$ cat config.mk
export PLATFORM = sky130hd
export DESIGN_NAME = reg_file_mp
export DESIGN_NICKNAME = d
export VERILOG_FILES = /design/src/rtl/rf_pkg.sv /design/src/rtl/rf_scoreboard.sv /design/src/rtl/reg_file_mp.sv
export SDC_FILE = /design/constraint.sdc
export NUM_CORES = 2
export LEC_CHECK = 0
export ABC_AREA = 0
export BUFFER_PORTS_ARGS = -buffer_cell sky130_fd_sc_hd__buf_4
export CORE_UTILIZATION = 45
export CTS_BUF_LIST = sky130_fd_sc_hd__clkbuf_8
export DETAILED_ROUTE_END_ITERATION = 8
export GPL_TIMING_DRIVEN = 0
export PLACE_DENSITY = 0.61
export SLEW_MARGIN = 10
export SYNTH_ARGS = -nofsm -noshare
export SYNTH_HDL_FRONTEND = slang
export SYNTH_HIERARCHICAL = 1
export SYNTH_SLANG_ARGS = --single-unit
export TNS_END_PERCENT = 5
$ cat constraint.sdc
create_clock -name clk -period 10.2 [get_ports clk]
set_input_delay 0.51 -clock clk [delete_from_list [all_inputs] [get_ports clk]]
set_output_delay 0.51 -clock clk [all_outputs]
set_load 0.01 [all_outputs]
$ cat src/rtl/rf_pkg.sv
// rf_pkg: shared defaults, the hard-wired zero register index and the write-port priority enum.
package rf_pkg;
    localparam int DATA_W_DEF = 32;
    localparam int ADDR_W_DEF = 5;
    localparam int REG_ZERO = 0;
    typedef enum logic {PRI_A, PRI_B} pri_e;
endpackage

$ cat src/rtl/rf_scoreboard.sv
// rf_scoreboard: per-register pending bits (issue sets, write-back clears, set wins) and registered popcount.
module rf_scoreboard
    import rf_pkg::*;
#(
    parameter int ADDR_W = ADDR_W_DEF
) (
    input  logic                      clk,
    input  logic                      rst_n,
    input  logic                      iss_en_i,
    input  logic [ADDR_W-1:0]         iss_addr_i,
    input  logic                      wa_en_i,
    input  logic [ADDR_W-1:0]         wa_addr_i,
    input  logic                      wb_en_i,
    input  logic [ADDR_W-1:0]         wb_addr_i,
    output logic [(2**ADDR_W)-1:0]    pending_o,
    output logic [ADDR_W:0]           busy_cnt_o
);
    localparam int DEPTH = 2**ADDR_W;
    logic [DEPTH-1:0] pending_q, pending_d;
    logic [ADDR_W:0]  cnt_q, cnt_d;
    always_comb begin
        pending_d = pending_q;
        for (int r = 1; r < DEPTH; r++) begin
            if ((wa_en_i && wa_addr_i == ADDR_W'(r)) || (wb_en_i && wb_addr_i == ADDR_W'(r)))
                pending_d[r] = 1'b0;
            if (iss_en_i && iss_addr_i == ADDR_W'(r))
                pending_d[r] = 1'b1;
        end
        pending_d[REG_ZERO] = 1'b0;
        cnt_d = '0;
        for (int r = 0; r < DEPTH; r++)
            cnt_d = cnt_d + (ADDR_W+1)'(pending_d[r]);
    end
    always_ff @(posedge clk) begin
        if (!rst_n) begin
            pending_q <= '0;
            cnt_q     <= '0;
        end else begin
            pending_q <= pending_d;
            cnt_q     <= cnt_d;
        end
    end
    assign pending_o  = pending_q;
    assign busy_cnt_o = cnt_q;
endmodule

$ cat src/rtl/reg_file_mp.sv
// reg_file_mp: multi-read, dual write-back register file with pending scoreboard.
// Define REGFILE_BYPASS_EN to forward same-cycle write data to the read ports.
module reg_file_mp
    import rf_pkg::*;
#(
    parameter int DATA_W = DATA_W_DEF,
    parameter int ADDR_W = ADDR_W_DEF,
    parameter int NRD    = 2
) (
    input  logic                  clk,
    input  logic                  rst_n,
    input  logic [NRD*ADDR_W-1:0] rd_addr_i,
    output logic [NRD*DATA_W-1:0] rd_data_o,
    output logic [NRD-1:0]        rd_busy_o,
    input  logic                  wa_en_i,
    input  logic [ADDR_W-1:0]     wa_addr_i,
    input  logic [DATA_W-1:0]     wa_data_i,
    input  logic                  wb_en_i,
    input  logic [ADDR_W-1:0]     wb_addr_i,
    input  logic [DATA_W-1:0]     wb_data_i,
    input  logic                  iss_en_i,
    input  logic [ADDR_W-1:0]     iss_addr_i,
    output logic [ADDR_W:0]       busy_cnt_o
);
    localparam int DEPTH = 2**ADDR_W;
    logic [DATA_W-1:0] regs_q [DEPTH];
    logic [DATA_W-1:0] regs_d [DEPTH];
    logic [DEPTH-1:0]  pending;
    logic              wa_wr, wb_wr;
    assign wa_wr = wa_en_i && wa_addr_i != ADDR_W'(REG_ZERO);
    assign wb_wr = wb_en_i && wb_addr_i != ADDR_W'(REG_ZERO);
    // Port B applied first so port A overwrites it on an address collision.
    always_comb begin
        regs_d = regs_q;
        if (wb_wr) regs_d[wb_addr_i] = wb_data_i;
        if (wa_wr) regs_d[wa_addr_i] = wa_data_i;
    end
    always_ff @(posedge clk) begin
        if (!rst_n) regs_q <= '{default: '0};
        else        regs_q <= regs_d;
    end
    rf_scoreboard #(.ADDR_W(ADDR_W)) u_sb (
        .clk        (clk),
        .rst_n      (rst_n),
        .iss_en_i   (iss_en_i),
        .iss_addr_i (iss_addr_i),
        .wa_en_i    (wa_en_i),
        .wa_addr_i  (wa_addr_i),
        .wb_en_i    (wb_en_i),
        .wb_addr_i  (wb_addr_i),
        .pending_o  (pending),
        .busy_cnt_o (busy_cnt_o)
    );
    for (genvar g = 0; g < NRD; g++) begin : g_rd
        logic [ADDR_W-1:0] a;
        assign a = rd_addr_i[g*ADDR_W +: ADDR_W];
`ifdef REGFILE_BYPASS_EN
        logic hit_a, hit_b;
        pri_e pri;
        assign hit_a = wa_wr && wa_addr_i == a;
        assign hit_b = wb_wr && wb_addr_i == a;
        assign pri   = hit_a ? PRI_A : PRI_B;
        assign rd_data_o[g*DATA_W +: DATA_W] = !(hit_a || hit_b) ? regs_q[a] :
                                               pri == PRI_A ? wa_data_i : wb_data_i;
        // A forwarded write retires the producer unless a new one issues on top of it.
        assign rd_busy_o[g] = (hit_a || hit_b) ? (iss_en_i && iss_addr_i == a && pending[a]) : pending[a];
`else
        assign rd_data_o[g*DATA_W +: DATA_W] = regs_q[a];
        assign rd_busy_o[g] = pending[a];
`endif
    end
endmodule

**Word level (Yosys, flattened, before mapping)**

Cells that the tools add are included.

- Reduce and logical (&&, ||, !) cells: 130
- Order comparisons: 8
- Equality and inequality tests: 93
- Bitwise operators: 4
- Muxes and demuxes: 80
- Add/subtract/negate cells: 30

Operators by type and width:

| kind | count |
|---|---|
| $bwmux W1024 | 2 |
| $mux W1024 | 2 |
| $bmux W32 S5 | 2 |
| $demux W32 S5 | 2 |
| $eq A5 B5 Y1 const B | 48 |
| $mux W32 | 6 |
| $add A6 B1 Y6 | 29 |
| $eq A5 B4 Y1 const B | 24 |
| $logic_and A1 B1 Y1 | 97 |
| $mux W1 | 64 |
| $eq A5 B3 Y1 const B | 12 |
| $logic_or A1 B1 Y1 | 31 |
| $eq A5 B2 Y1 const B | 6 |
| $ge A6 B6 Y1 const B | 4 |
| $not A5 Y6 | 4 |
| $eq A5 B1 Y1 const B | 3 |
| $lt A5 B6 Y1 const B | 2 |
| $lt A6 B1 Y1 const B | 2 |
| $bmux W1 S5 | 2 |
| $reduce_bool A5 Y1 | 2 |
| $add A1 B1 Y2 | 1 |

- Output and inout bits: 72
- Word-level logic and storage cells: 380
- Flip-flop bits (word level): 1,062
- Bits of input ports: 94

**Depth between registers and ports, before layout**

- Depth in word-level cells: 35
- Gate-level depth with buffers: 18
- Depth with buffers taken out: 17

**By module**

The synthesis kept the hierarchy.

Modules (own cells, without submodules):

| module | cells each | area each (um^2) | sequential area each (um^2) | times used |
|---|---|---|---|---|
| reg_file_mp | 8,015 | 63,477.1 | 20,499.7 | 1 |
| rf_scoreboard | 259 | 2,513.7 | 740.7 | 1 |

**Least setup slack after synthesis**

No wires, ideal clock.

- Path kind: input to register
- From: input port wa_addr_i[1]
- To: register u_sb.cnt_q[4], in the netlist u_sb/busy_cnt_o[4]
- Path buffers: 1
- Setup slack: 4.589 ns
- Required time: 10.128 ns
- Stages on the path: 18
- Data arrival time: 5.540 ns
- Library setup time: 0.072 ns
- Path through: or2_0 clkbuf_1 o221a_1 a21oi_1 fa_1 fa_1 fa_1 inv_1 fa_1 fa_1 fa_1 inv_1 fa_1 fa_1 nor2b_1 o21ai_0 nand2_1 mux2i_1

- Cells in the longest elaborated chain, start to end: 35
- Elaborated cells between the ends (all ways): 185
- Classes of those cells: add/sub (30); eq/ne (31); mux (62); reduce/logical (62)

Ends and longest elaborated chain:

| element | RTL line | source |
|---|---|---|
| start: declaration | reg_file_mp.sv:16 | `input logic [ADDR_W-1:0] wa_addr_i,` |
| $eq A5 B1 Y1 / $eq A5 B2 Y1 (equally long branches) | rf_scoreboard.sv:24 | `if ((wa_en_i && wa_addr_i == ADDR_W'(r)) \|\| (wb_en_i && wb_addr_i == ADDR_W'(r)))` |
| $logic_and A1 B1 Y1 | rf_scoreboard.sv:24 |  |
| $logic_or A1 B1 Y1 | rf_scoreboard.sv:24 |  |
| $mux W1 | rf_scoreboard.sv:24 |  |
| $mux W1 | rf_scoreboard.sv:26 | `if (iss_en_i && iss_addr_i == ADDR_W'(r))` |
| $add A1 B1 Y2 | rf_scoreboard.sv:32 | `cnt_d = cnt_d + (ADDR_W+1)'(pending_d[r]);` |
| $add A6 B1 Y6 (28 in a row) | rf_scoreboard.sv:32 |  |
| $add A6 B1 Y6 (*) | rf_scoreboard.sv:32 |  |
| end signal: assignment | rf_scoreboard.sv:40 | `cnt_q <= cnt_d;` |
| end: declaration | rf_scoreboard.sv:20 | `logic [ADDR_W:0] cnt_q, cnt_d;` |

Every way passes the cells marked *; elsewhere a longest branch is shown, timed or not.
A chain may end at the register's enable or synchronous reset.

**Worst setup path after layout**

- From: input port iss_addr_i[3]
- To: register u_sb.cnt_q[4], in the netlist u_sb/busy_cnt_o[4]

- Cells in the longest elaborated chain, start to end: 33
- Elaborated cells between the ends (all ways): 123
- Classes of those cells: add/sub (30); eq/ne (31); mux (31); reduce/logical (31)

Ends and longest elaborated chain:

| element | RTL line | source |
|---|---|---|
| start: declaration | reg_file_mp.sv:22 | `input logic [ADDR_W-1:0] iss_addr_i,` |
| $eq A5 B1 Y1 / $eq A5 B2 Y1 (equally long branches) | rf_scoreboard.sv:26 |  |
| $logic_and A1 B1 Y1 | rf_scoreboard.sv:26 |  |
| $mux W1 | rf_scoreboard.sv:26 |  |
| $add A1 B1 Y2 | rf_scoreboard.sv:32 |  |
| $add A6 B1 Y6 (28 in a row) | rf_scoreboard.sv:32 |  |
| $add A6 B1 Y6 (*) | rf_scoreboard.sv:32 |  |

Marks and branches as above.

==> reports/results.env <==
MAX_CLOCK_FREQ_MHz=172.3
CRITICAL_PATH_TYPE='in2reg'
STATUS='completed'
POWER.IR.VDD_WORST_uV=116.5
YOSYS.AREA_SHARE.XOR_XNOR_PCT=0
TIMING.CRITICAL_PATH.ARRIVAL_PS=6710
GRT_SETUP_UNREPAIRED='no'
YS_FF_LATCH=1061
INPUT_OUTPUT_BUFFERS=163
POSTSYNTH.TOPFLOPCELL='dfxtp_1'
TRITONCTS='done'
SETUP_FIX_BUFFERS_ADDED_AFTER_CLOCK_TREE_SYNTHESIS=0
DIE_Y_UM=384.9
SYNTHESIZED_AREA_PER_CELL_SQ_UM=7.976
GR-TOTAL-OVERFLOW=0
WORST_MARGIN_PIN_SLEW_PS=1468
ASYNC_FLOP_SHARE_PCT=0
DRC=0
CTS_BUFFERS=196
DIEWIDTH_UM=384.9
ANTENNA_VIOLATIONS_BEFORE_REPAIR=30
PERIOD_NEEDED_PS=5802
FINAL.FILL_COUNT=14350
MAPPEDNETLISTAREA_SQ_MM=0.06599
VIAS_IN_THE_FIRST_GLOBAL_ROUTE=70210
CTS.SINK_COUNT=1061
NETLIST-CELL-TYPE-COUNT=52
GR-USAGE-MET1_PCT=62.69
WORST_SETUP_HOLD_PATH_CLK_SLEW_PS=60
REGTOREGSTARTPOINT='u_sb/pending_o[6]'
HOLD_VIOLATIONS=0
CLK_PATH_BUF_DEPTH=3
SETUP.WORST_PATH.END_CLASS='register'
FINAL_LAYOUT_SIZE_SUFFIX_GT1_SHARE_PCT=8.545
FLOORPLAN.IO_PINS=166
FINAL_ANTENNA_NET_COUNT=0
SYNTH.MUX.AREA_FRACTION_PCT=19.92
WORST_HOLD_PATH.ENDPOINT='regs_q[1023]'
COUNT_OF_FLIP_FLOPS_WITH_A_BUILT_IN_ENABLE_AFTER_SYNTHESIS=0
CRITPATHREQUIREDTIME_PS=11110
REG2REG_TO='u_sb/busy_cnt_o[4]'
FINCLKSKEW_PS=18.45
YS_WARN_COUNT=6
HP-CLASS='in2reg'
HTREE_LEVELS=4
CORE_BOX_AREA_SQ_MM=0.1456
FLOORPLAN.INITIALDENSITY_PCT=45.33
SEQ_AREA_FRAC_SYNTH_PCT=32.19
R2R_CELLS=15
LAYOUT.NETS=8829
GR_UTIL_MET2_PCT=71.05
POST-ROUTE-PERIOD-UTIL_PCT=56.89
GRT_FIRST_PASS_WIRELENGTH_UM=530600
CPMOSTUSEDCELL='fa_1'
LAYOUT.CELL_AREA.NON_FILLER_SQ_MM=0.07452
AVGVIACOUNTPERCELL=6.908
SYNTHESIS.NETS=8398
GLOBAL_ROUTE.USAGE.TOTAL_PCT=50.95
CTS_ROOT_BUF='clkbuf_8'
SYNTH-COMPOUND-AREA-SHARE_PCT=22.48
WORST_PATH_LARGEST_CELL_DELAY_PS=590
FINALCOREUTILIZATION_PCT=51.20
SYNTH-ADDER-AREA-SHARE_PCT=0.8305
RD_PLACE_CONGESTION=1.126
GRT_MAX_DEGREE=17
WORSTHOLDSTART='rst_n'
TIMING.CRITICAL_PATH.FANOUT_MAX=8
POWER.LEAKAGE_nW=28.90
SYNTH_TOP_FAMILY_BY_AREA='compound AO/OA/AOI/OAI gates'
SYNTH_CELLS=8274
GRT_MOST_USED_LAYER='met2'
MAX_CAP_VIOLATIONS=0
FINAL-MAX-SLEW-VIOLATION-COUNT=0
AREA_DELTA_SYNTH_FINAL_PCT=12.93
FIN_TNS_SETUP_PS=0
ROUTED_WIRE_LENGTH_PER_INSTANCE_UM=36.45
FINALPOWER_mW=10.58
POWER_PER_CELL_AREA_mW_PER_MM2=142.0
SYNTH_SIMPLE_GATE_AREA_SHARE_PCT=17.82
PLACED_CELL_AREA_SQ_MM=0.06968
DIE-AREA_SQ_MM=0.1482
DETAILEDROUTE.FIRSTITERATIONVIOLATIONS=11480
SUM_OF_NET_HALF_PERIMETERS_AFTER_DETAILED_PLACEMENT_UM=311300
WORST_SETUP_PATH_START_KIND='input pin'
VIAS=74680
MIN_DELAY_PATH_DEPTH=2
DRT_FIRST_PASS_ITERS=9
CELLS_ALONG_THE_CRITICAL_PATH='dlygate4sd3_1 -> buf_4 -> nand2b_1 -> or2_1 -> o21a_1 -> fa_1 -> fa_1 -> fa_1 -> inv_1 -> fa_1 -> fa_1 -> fa_1 -> inv_1 -> fa_1 -> fa_1 -> nor2b_1 -> o21ai_0 -> nand2_1 -> mux2i_1'
TIMING.MAX_SLEW.REL_SLACK_PCT=2.121
GROUTE.LAYER.MET3.USAGE_PCT=21.67
ROWS=140
FINALSETUPVIOLATIONS=0
CLKLATENCYLATEPIN_PS=970
DETAIL_ROUTE.WIRELENGTH_UM=394100
REGTOREGSETUPSLACK_PS=4540
CELL_TYPE_OF_THE_SLOWEST_STAGE_ON_THE_WORST_TIMING_PATH='fa_1'
-- worst max-delay path by stage --
stage / startpoint / end / slack (ps)
detailed placement: wb_addr_i[1] / u_sb/busy_cnt_o[4] / 3780
CTS: iss_addr_i[3] / u_sb/busy_cnt_o[4] / 4490
finish: iss_addr_i[3] / u_sb/busy_cnt_o[4] / 4400
global placement: wb_addr_i[1] / u_sb/busy_cnt_o[4] / 3770
floorplan: wa_addr_i[1] / u_sb/busy_cnt_o[4] / 4590
global route: iss_addr_i[3] / u_sb/busy_cnt_o[4] / 4190
-- layout make-up --
cell class                      instances  area [sq um]  area share, %
Multi-Input combinational cell       6155         40300          54.07
Sequential cell                      1061         21240          28.50
Buffer                               1034          4399          5.903
Clock buffer                          246          3386          4.543
Tap cell                             1917          2399          3.219
Timing Repair Buffer                  233          1944          2.609
Clock inverter                        106         680.7         0.9133
Inverter                               24         90.09         0.1209
Antenna cell                           35         87.58         0.1175
-- flip-flops by register name (all words and copies together), names as in the netlist --
signal,count
regs_q,1024
u_sb/busy_cnt_o,6
u_sb/pending_o,31
-- cells in the mapped netlist, types with 7 or more instances --
master | instances | area [sq um]
a31oi_1 | 67 | 419.2
nand2_1 | 991 | 3720
inv_1 | 24 | 90.09
nand2b_1 | 16 | 100.1
clkbuf_1 | 745 | 2796
a22o_1 | 132 | 1156
and2_1 | 47 | 294.0
dfxtp_1 | 1061 | 21240
nor2_1 | 1015 | 3810
nand3_1 | 553 | 2768
o221a_1 | 8 | 90.09
nor3_1 | 70 | 350.3
a22oi_1 | 198 | 1486
o21a_1 | 10 | 75.07
o221ai_1 | 20 | 175.2
a21oi_1 | 205 | 1026
buf_1 | 32 | 120.1
o21ai_0 | 386 | 1932
buf_4 | 59 | 442.9
ha_1 | 7 | 87.58
buf_2 | 194 | 970.9
nor2b_1 | 32 | 200.2
a211oi_1 | 256 | 1922
mux2i_1 | 1313 | 13140
a311oi_1 | 736 | 6446
fa_1 | 23 | 460.4
o21ai_1 | 15 | 75.07
-- layer usage --
metal,up-vias,share of wire [%]
li1,31260,-
met2,5753,40
met1,36330,38
met5,-,0.067
met4,22,7.9
met3,1307,14
-- repair_timing --
item | CTS | global route
hold buffers | 68 | 0
endpoints found under the hold margin | 68 | 0
resized for setup | 0 | 0
-- per-stage QoR --
stage / instances / setup slack [ps] / hold WS (ps)
finish: 10810 / 4398 / 24.70
global route: 10780 / 4194 / 10.10
CTS: 10780 / 4488 / 1.726
detailed placement: 10360 / 3776 / 470.6
global placement: 10350 / 3769 / 463.5
floorplan: 8274 / 4589 / 451.2
-- cells in the final DEF, fill, tap and decap left out, drive strengths merged, types with 3 or more instances in the layout --
cell type,netlist,layout
a211oi,256,256
a21oi,205,205
a22o,132,132
a22oi,198,198
a311oi,736,736
a31oi,67,67
and2,47,47
buf,288,450
bufinv,0,5
clkbuf,746,995
clkinv,0,23
dfxtp,1061,1061
diode,0,35
dlygate4sd3,0,68
fa,23,23
ha,7,7
inv,24,100
mux2i,1313,1313
nand2,992,992
nand2b,19,19
nand3,555,555
nand4,4,4
nand4b,9,9
nand4bb,6,6
nor2,1020,1020
nor2b,32,32
nor3,73,73
nor3b,3,3
o21a,10,10
o21ai,401,401
o221a,8,8
o221ai,20,20
o32a,3,3
or2,6,6
or3,4,4
-- critical path, delay by kind of cell --
family,cells,cell delay (ps)
fa+ha+maj,8,3940
simple gates,4,870
buf+inv,4,850
compound gates,2,350
mux,1,170
-- power breakdown --
group,switching (mW),internal (mW),total [mW]
clock,2.16,2.31,4.46
sequential,0.0766,4.23,4.30
combinational,1.35,0.475,1.82
-- cells by family after synthesis --
family | after synthesis
AO/OA/AOI/OAI | 2036
adder cells (fa/ha/maj) | 30
buffers and inverters | 1058
flip-flops | 1061
multiplexers | 1313
other | 1
AND/OR/NAND/NOR | 2775
(Power assumes the default switching activity.)
